<file path="config.mk">
export PLATFORM = sky130hd
export DESIGN_NAME = fetch_ctrl
export DESIGN_NICKNAME = d
export VERILOG_FILES = /design/src/rtl/fetch_pkg.sv /design/src/rtl/ack_timer.sv /design/src/rtl/fetch_ctrl.sv
export SDC_FILE = /design/constraint.sdc
export NUM_CORES = 1
export LEC_CHECK = 0
export ABC_AREA = 1
export BUFFER_PORTS_ARGS = -buffer_cell sky130_fd_sc_hd__buf_2
export CAP_MARGIN = 10
export CORE_ASPECT_RATIO = 0.7
export CORE_MARGIN = 2
export CORE_UTILIZATION = 48
export DETAILED_ROUTE_END_ITERATION = 16
export GPL_ROUTABILITY_DRIVEN = 1
export PLACE_DENSITY = 0.87
export SYNTH_ARGS = -nofsm -noshare
export SYNTH_HDL_FRONTEND = slang
export SYNTH_HIERARCHICAL = 1
export SYNTH_SLANG_ARGS = --single-unit
</file>
<file path="constraint.sdc">
create_clock -name clk -period 2.43 [get_ports clk]
set_clock_uncertainty 0.1 [all_clocks]
set_input_delay 0 -clock clk [delete_from_list [all_inputs] [get_ports clk]]
set_output_delay 0 -clock clk [all_outputs]
set_load 0.02 [all_outputs]
</file>
<file path="src/rtl/fetch_pkg.sv">
// Shared types and constants for the instruction fetch controller.
package fetch_pkg;

  typedef enum logic [1:0] {
    IDLE  = 2'd0,
    REQ   = 2'd1,
    HOLD  = 2'd2,
    ERROR = 2'd3
  } fetch_state_t;

  // Default number of unacknowledged REQ cycles tolerated before ERROR.
  localparam int TIMEOUT_DEF = 16;

endpackage

</file>
<file path="src/rtl/ack_timer.sv">
// 8-bit clear/increment counter that flags the cycle on which an increment
// would bring the count up to LIMIT.
module ack_timer #(
  parameter int LIMIT = 16
) (
  input  logic clk,
  input  logic reset_n,
  input  logic clr,
  input  logic inc,
  output logic expired
);

  logic [7:0] cnt;

  // Count stalled REQ cycles; cleared whenever the fetch is not waiting.
  always_ff @(posedge clk) begin
    if (!reset_n || clr) cnt <= '0;
    else if (inc)        cnt <= cnt + 8'd1;
  end

  // This cycle is the LIMIT-th stalled one: the owner should give up.
  assign expired = inc && (cnt == 8'(LIMIT - 1));

endmodule

</file>
<file path="src/rtl/fetch_ctrl.sv">
// Instruction fetch controller: requests the word at pc, holds it for the
// consumer, bumps the external program counter on each handshake.
module fetch_ctrl
  import fetch_pkg::*;
#(
  parameter int TIMEOUT = TIMEOUT_DEF
) (
  input  logic        clk,
  input  logic        reset_n,
  input  logic        start,
  input  logic        halt,
  input  logic [15:0] pc,
  output logic        pc_inc,
  output logic        mem_req,
  output logic [15:0] mem_addr,
  input  logic        mem_ack,
  input  logic [15:0] mem_rdata,
  output logic [15:0] instr,
  output logic        instr_valid,
  input  logic        instr_ready,
  output logic        running,
  output logic        err,
  output logic [15:0] fetch_count
);

  fetch_state_t state, state_nxt;
  logic         in_req, in_hold, hs, tmr_exp;

  assign in_req  = (state == REQ);
  assign in_hold = (state == HOLD);
  assign hs      = in_hold && instr_ready;

  // Timer is held clear outside REQ so every REQ entry starts from zero;
  // an acknowledged cycle does not count as a stall.
  ack_timer #(.LIMIT(TIMEOUT)) u_tmr (
    .clk     (clk),
    .reset_n (reset_n),
    .clr     (!in_req),
    .inc     (in_req && !mem_ack),
    .expired (tmr_exp)
  );

  // State register.
  always_ff @(posedge clk) begin
    if (!reset_n) state <= IDLE;
    else          state <= state_nxt;
  end

  // Next-state logic; ack is checked before the timer so a last-cycle ack wins.
  always_comb begin
    state_nxt = state;
    case (state)
      IDLE:    if (start && !halt) state_nxt = REQ;
      REQ:     if (mem_ack)        state_nxt = HOLD;
               else if (tmr_exp)   state_nxt = ERROR;
      HOLD:    if (instr_ready)    state_nxt = halt ? IDLE : REQ;
      ERROR:   state_nxt = ERROR;
      default: state_nxt = IDLE;
    endcase
  end

  // Captured instruction and handshake counter.
  always_ff @(posedge clk) begin
    if (!reset_n) begin
      instr       <= '0;
      fetch_count <= '0;
    end else begin
      if (in_req && mem_ack) instr <= mem_rdata;
      if (hs)                fetch_count <= fetch_count + 16'd1;
    end
  end

  // Combinational outputs are forced low while reset is asserted.
  assign mem_req     = reset_n && in_req;
  assign mem_addr    = mem_req ? pc : 16'h0000;
  assign instr_valid = reset_n && in_hold;
  assign pc_inc      = reset_n && hs;
  assign running     = reset_n && (in_req || in_hold);
  assign err         = reset_n && (state == ERROR);

endmodule
</file>
==> impl_results.md, run 1 <==
- Largest net degree at the start of global routing: 27
- Final core utilization: 68.82%
- CTS sink cnt: 42
- Power Dens Cells: 674.5 nW/um^2
- Clk Latency, worst-skew pair: 300 ps
- Most frequent cells in the layout: buf_2 (90), nor2_1 (80), inv_1 (55)
- Leak: 0.001579 uW
- Remaining antenna violation count: 0
- Layout area overhead: 38.67%
- Inserted Diodes: 0
- Die ar.: 5036 um^2
- WHS: 15.69 ps
- Worst Hold Class: in -> reg
- Slew at the pin with the worst max-slew slack: 549.3 ps
- R2R depth: 6
- Vias: 2282
- Startpoint Class: flip-flop
- I/O pins: 91
- Final setup vio count: 0
- Synth warn: 6
- Vias in the first global route: 2033
- Simple-gate area share of the yosys netlist: 32.56%
- Async SR Flop Fraction: 0%
- Vias per Instance: 4.695
- Status: completed
- Fmax: 460.6 MHz
- Top FF cell, synth: dfxtp_1
- Mux contribution to synthesized area: 0%
- Htree depth: 2
- XOR/XNOR Fraction of Synth Area: 1.223%
- Gate Count Post-Synth: 315
- Synth area leaders: dfxtp_1 (39%), nor2_1 (14%), inv_1 (9.6%)
- Share of the synthesized area in the top cell type: 39.14%
- Drt total wl: 5.510 mm
- Flops & latches, synth: 42
- Hold_buf cts: 24
- Residual DRC: 0
- Post-synth EDFFs: 0
- Worst setup EP type: flip-flop
- Required @ worst endpoint: 2530 ps
- Total CTS buffers: 5
- Row cnt: 20
- Port-buffer cells: 90
- Post-Syn Area: 2148 um^2
- First-pass GRT wire length: 8.769 mm
- Final hold violation count: 0
- Die Span X: 83.96 um
- CORE AREA: 4329 um^2
- Drt wl/cell: 11.34 um
- Sequential element share of the synthesized area: 39.14%
- Post-synth cell types: 25
- Overflow after GRT: 0
- Unrepaired setup endpoints after global routing: no
- Sum Neg Setup Slack: 0 ps
- Period utilization: 89.34%
- GRT Util Overall: 21.41%
- Root Buffer: clkbuf_8
- Worst slew margin: 63.29%
- CTS clk-pin slew, worst paths: 90 ps
- Final min period: 2171 ps
- Synth Area in Compound Gates: 11.53%
- CTS tree: done
- Post-Synth Adder-Cell Area: 4.077%
- Syn avg cell area: 6.820 um^2
- Post-synthesis net count: 360
- Slew Viols, Final: 0
- Commonest non-fill, non-tap cell in the layout: buf_2
- Share of cells above drive strength 1: 27.61%
- Die height: 59.98 um
- Worst-case clock buffer depth: 2
- Maximum VDD drop: 0.4638 mV
- Worst Hold Depth: 4
- Final nets: 475
- Number of antenna violations at the first check in global routing: 0
- 1st-pass router iterations: 4
- Post-Layout Cell Count: 486
- # resized after CTS: 0
- Setup repair bufs after CTS: 0
- CP Max Fanout: 17
- CP Class: reg -> reg
- Dominant cell type by area after synthesis: dfxtp_1
- Cell Count Post-Placement: 454
- Largest family of logic cells by synthesized area: simple AND/OR/NAND/NOR gates
- GP Congestion: 0.8032
- Max cap viols: 0
- DP HPWL: 3.789 mm
- DR iter-0 viols: 81
- Initial core utilization: 49.62%
- Crit path DAT: 2270 ps
==> synthesized netlist by cell type (2+ instances only) <==
cell type / instances
nand2_2: 5
o21a_1: 2
nand2_1: 41
xor2_1: 2
nand3_2: 3
o21ai_1: 5
dfxtp_1: 42
nand3_1: 5
nor2_4: 5
nand4_1: 6
nor2_1: 80
nand2_4: 3
clkbuf_1: 4
o21ai_0: 23
a21oi_1: 17
ha_1: 7
buf_2: 3
inv_1: 55
==> stage by stage <==
| step | setup WS (ps) | total power, uW | cell area (um^2) |
|---|---|---|---|
| global route | 73.36 | 2139 | 2979 |
| global placement | 640.3 | 1486 | 2645 |
| detailed placement | 473.6 | 1509 | 2645 |
| CTS | 326.9 | 2009 | 2979 |
| finish | 259.2 | 2009 | 2979 |
| floorplan | 741.9 | 1295 | 2148 |
==> final cells by class <==
type / count / area, um^2
timing repair buffer: 115 / 698.2
fill: 365 / 1350
multi-input combinational: 209 / 1061
sequential: 42 / 840.8
tap: 55 / 68.82
inverter: 57 / 216.5
clock inverter: 3 / 25.02
clock buffer: 5 / 68.82
==> registers in the layout, indices dropped and copies added (netlist names) <==
name,flops
fetch_count,16
instr,16
u_tmr/cnt,8
state,2
==> final timing paths <==
check                      end  slack [ps]      from
hold reg to reg       instr[0]         390  instr[0]
hold / removal    u_tmr/cnt[1]          20   mem_ack
setup reg to reg      instr[3]         260  state[1]
setup / recovery      instr[3]         260  state[1]
==> worst max-delay path, stage by stage (launching register included) <==
cell and delay, ps:
dfxtp_1 340, inv_1 130, ha_1 220, nand2_1 340, o21ai_0 320, dlygate4sd3_1 590, nor2_1 50
==> where the power goes <==
| group | internal (uW) | switching [uW] |
|---|---|---|
| sequential | 767 | 49.7 |
| combinational | 256 | 471 |
| clock | 207 | 257 |
| total | 1230 | 779 |
==> metal layers <==
| metal | GRT usage, % | routed length [um] | up-vias |
|---|---|---|---|
| met1 | 26.44 | 2556 | 1034 |
| met5 | 0 | 0 | - |
| li1 | - | - | 1191 |
| met4 | 4.378 | 37 | 0 |
| met2 | 39.31 | 2670 | 50 |
| met3 | 4.696 | 246 | 7 |
==> cell families after synthesis <==
group                      count (synthesis)
AOI/OAI and AO/OA                         48
xor gates and xnor gates                   3
adders and majority gates                  7
buffers and inverters                     64
DFF                                       42
and+or+nand+nor                          151
Note: power is estimated with default switching activity, not from simulation.
==> inputs of run 2 (changes only) <==
--- a/config.mk
+++ b/config.mk
@@ -5,15 +5,14 @@
 export SDC_FILE = /design/constraint.sdc
 export NUM_CORES = 1
 export LEC_CHECK = 0
-export ABC_AREA = 1
 export BUFFER_PORTS_ARGS = -buffer_cell sky130_fd_sc_hd__buf_2
 export CAP_MARGIN = 10
 export CORE_ASPECT_RATIO = 0.7
 export CORE_MARGIN = 2
-export CORE_UTILIZATION = 48
+export CORE_UTILIZATION = 46
 export DETAILED_ROUTE_END_ITERATION = 16
 export GPL_ROUTABILITY_DRIVEN = 1
-export PLACE_DENSITY = 0.87
+export PLACE_DENSITY = 0.76
 export SYNTH_ARGS = -nofsm -noshare
 export SYNTH_HDL_FRONTEND = slang
 export SYNTH_HIERARCHICAL = 1
==> impl_results.md, run 2 <==
- Period utilization: 87.76% (-1.6 points)
- Largest net degree at the start of global routing: 24 (-11%)
- Post-synth EDFFs: 0 (unchanged)
- Largest regs: fetch_count x16, instr x16, u_tmr/cnt x8
- Simple-gate area share of the yosys netlist: 31.41% (-1.2 points)
- Synth Area in Compound Gates: 8.478% (-3.1 points)
- I/O pins: 91 (unchanged)
- Final worst setup slack: 297.4 ps (+38.26 ps)
- GRT Util Overall: 20.10% (-1.3 points)
- CTS clk-pin slew, worst paths: 70 ps (-20 ps)
- Post-Layout Cell Count: 400 (-18%)
- Synth warn: 6 (unchanged)
- Commonest non-fill, non-tap cell in the layout: buf_2
- Slew at the pin with the worst max-slew slack: 574.8 ps (+25.55 ps)
- Final min period: 2133 ps (-38.26 ps)
- Residual DRC: 0 (unchanged)
- Drt total wl: 4.733 mm (-14%)
- Remaining antenna violation count: 0 (unchanged)
- Vias per Instance: 4.995 (+6.4%)
- Startpoint Class: flip-flop
- Number of antenna violations at the first check in global routing: 0 (unchanged)
- Power Dens Cells: 722.4 nW/um^2 (+7.1%)
- CTS sink cnt: 42 (unchanged)
- Post-synth cell types: 33 (+32%)
- Synth area leaders: dfxtp_1 (43%), nand2_1 (8.3%), a21oi_1 (5.7%)
- Fill cells: 331 (-9.3%)
- Die height: 58.45 um (-2.6%)
- Post-Synth Adder-Cell Area: 4.496% (+0.42 points)
- Crit path DAT: 2230 ps (-40 ps)
- GP Congestion: 0.8755 (+9.0%)
- Share of the synthesized area in the top cell type: 43.16% (+4.0 points)
- Row cnt: 19 (-5.0%)
- DP HPWL: 3.371 mm (-11%)
- Port-buffer cells: 90 (unchanged)
- Vias: 1998 (-12%)
- Final core utilization: 68.20% (-0.61 points)
- Gate Count Post-Synth: 241 (-23%)
- Drt wl/cell: 11.83 um (+4.4%)
- Top FF cell, synth: dfxtp_1
- Share of cells above drive strength 1: 30.17% (+2.6 points)
- Leak: 0.001296 uW (-18%)
- Final nets: 392 (-17%)
- Sum Neg Setup Slack: 0 ps (unchanged)
- Fmax: 468.9 MHz (+1.8%)
- Worst slack, placed: 330.6 ps (-143.0 ps)
- Dominant cell type by area after synthesis: dfxtp_1
- DR iter-0 viols: 105 (+30%)
- Total CTS buffers: 5 (unchanged)
- Most frequent cells in the layout: buf_2 (90), nand2_1 (43), dfxtp_1 (42)
- Vias in the first global route: 1709 (-16%)
- CP Max Fanout: 4 (-13)
- Inserted Diodes: 0 (unchanged)
- Status: completed
- Root Buffer: clkbuf_8
- Sequential element share of the synthesized area: 43.16% (+4.0 points)
- Syn avg cell area: 8.083 um^2 (+19%)
- Die Span X: 81.78 um (-2.6%)
- Final setup vio count: 0 (unchanged)
- Post-synthesis net count: 286 (-21%)
- Layout area overhead: 39.82%
- Mux contribution to synthesized area: 1.028% (+1.0 points)
- First-pass GRT wire length: 7.507 mm (-14%)
- Cell with the most instances after synthesis: nand2_1
- Cell Count Post-Placement: 374 (-18%)
- Async SR Flop Fraction: 0% (unchanged)
- Max cap viols: 0 (unchanged)
- Unrepaired setup endpoints after global routing: no
- Maximum VDD drop: 0.4585 mV (-1.2%)
- Slew Viols, Final: 0 (unchanged)
- CP Class: reg -> reg
- Final hold violation count: 0 (unchanged)
- XOR/XNOR Fraction of Synth Area: 7.193% (+6.0 points)
- Overflow after GRT: 0 (unchanged)
- Worst setup EP type: flip-flop
- Largest family of logic cells by synthesized area: simple AND/OR/NAND/NOR gates
- Htree depth: 2 (unchanged)
- Worst slew margin: 61.68% (-1.6 points)
- Initial core utilization: 48.78% (-0.85 points)
- CTS tree: done
- Top cells by count, synth: nand2_1 (43), dfxtp_1 (42), nor2_1 (25)
- Clk Latency, worst-skew pair: 290 ps (about the same)
- Required @ worst endpoint: 2530 ps (about the same)
- Worst Hold Class: in -> reg
- WHS: 42.78 ps (+27.08 ps)
- Worst-case clock buffer depth: 2 (unchanged)
- CORE AREA: 3994 um^2 (-7.7%)
- Flops & latches, synth: 42 (unchanged)
- Post-Syn Area: 1948 um^2 (-9.3%)
- 1st-pass router iterations: 4 (unchanged)
- Die ar.: 4780 um^2 (-5.1%)
run 2: cell types whose count changed after synthesis, moves of 6 or more:
cell      before  now
and3_1         0   16
inv_1         55    7
nor2_1        80   25
xnor2_1        1    8
xor2_1         2    8
clkbuf_1       4   10
o21ai_0       23    4
run 2: through the flow:
step / area, um^2 / power, uW
floorplan: 1948 / 1236
detailed placement: 2437 / 1436
CTS: 2724 / 1991
finish: 2724 / 1968
global route: 2724 / 2094
global placement: 2437 / 1430
run 2: cell families (layout without fill, tap and decap cells):
kind of cell / after synthesis / count (layout)
fa+ha+maj: 7 / 7
mux: 2 / 2
simple gates: 123 / 123
xor+xnor: 16 / 16
flops: 42 / 42
compound gates: 30 / 30
buf+inv: 21 / 128
run 2: critical path, cell delays in order, from the launching register on:
cell and delay (ps):
dfxtp_1 340, inv_1 100, ha_1 170, nor2b_1 200, nand4_2 150, nor2_1 130
inv_1 50, a222oi_1 490, nor2_1 80, a311oi_1 240
run 2: worst paths after layout:
kind	startpoint	end	slack, ps	cells after the start
worst max register to register	state[1]	state[0]	300	9
worst min-delay path	reset_n	fetch_count[15]	40	3
worst min register to register	instr[1]	instr[1]	350	2
worst max-delay path	state[1]	state[0]	300	9
run 2: layer usage:
| layer | GRT usage, % | up-vias | routed length [um] |
|---|---|---|---|
| met5 | 0 | - | 0 |
| met4 | 6.190 | 0 | 55 |
| met3 | 5.521 | 7 | 356 |
| met2 | 31.36 | 87 | 1978 |
| met1 | 27.28 | 876 | 2343 |
| li1 | - | 1028 | - |
run 2: cell type report:
cell class / instances / area [um^2] / area share, %
clock buffers: 7 / 76.32 / 2.802
clock inverters: 1 / 30.03 / 1.102
inverters: 9 / 33.78 / 1.240
repair buffers: 111 / 653.1 / 23.98
multi-input cells: 178 / 1025 / 37.62
flip-flops and latches: 42 / 840.8 / 30.87
well taps: 52 / 65.06 / 2.389
run 2: power breakdown:
group	leakage (uW)	internal [uW]	switching [uW]
clock network	0.0000524	307	220
registers	0.000340	743	38.8
logic	0.000903	247	411
total	0.00130	1300	670
run 2: what timing repair did:
action | 4_1_cts | 5_1_grt
buffers inserted | 0 | 0
gates resized for setup | 0 | 0
endpoints found under the hold margin | 18 | 0
hold buffers | 18 | 0
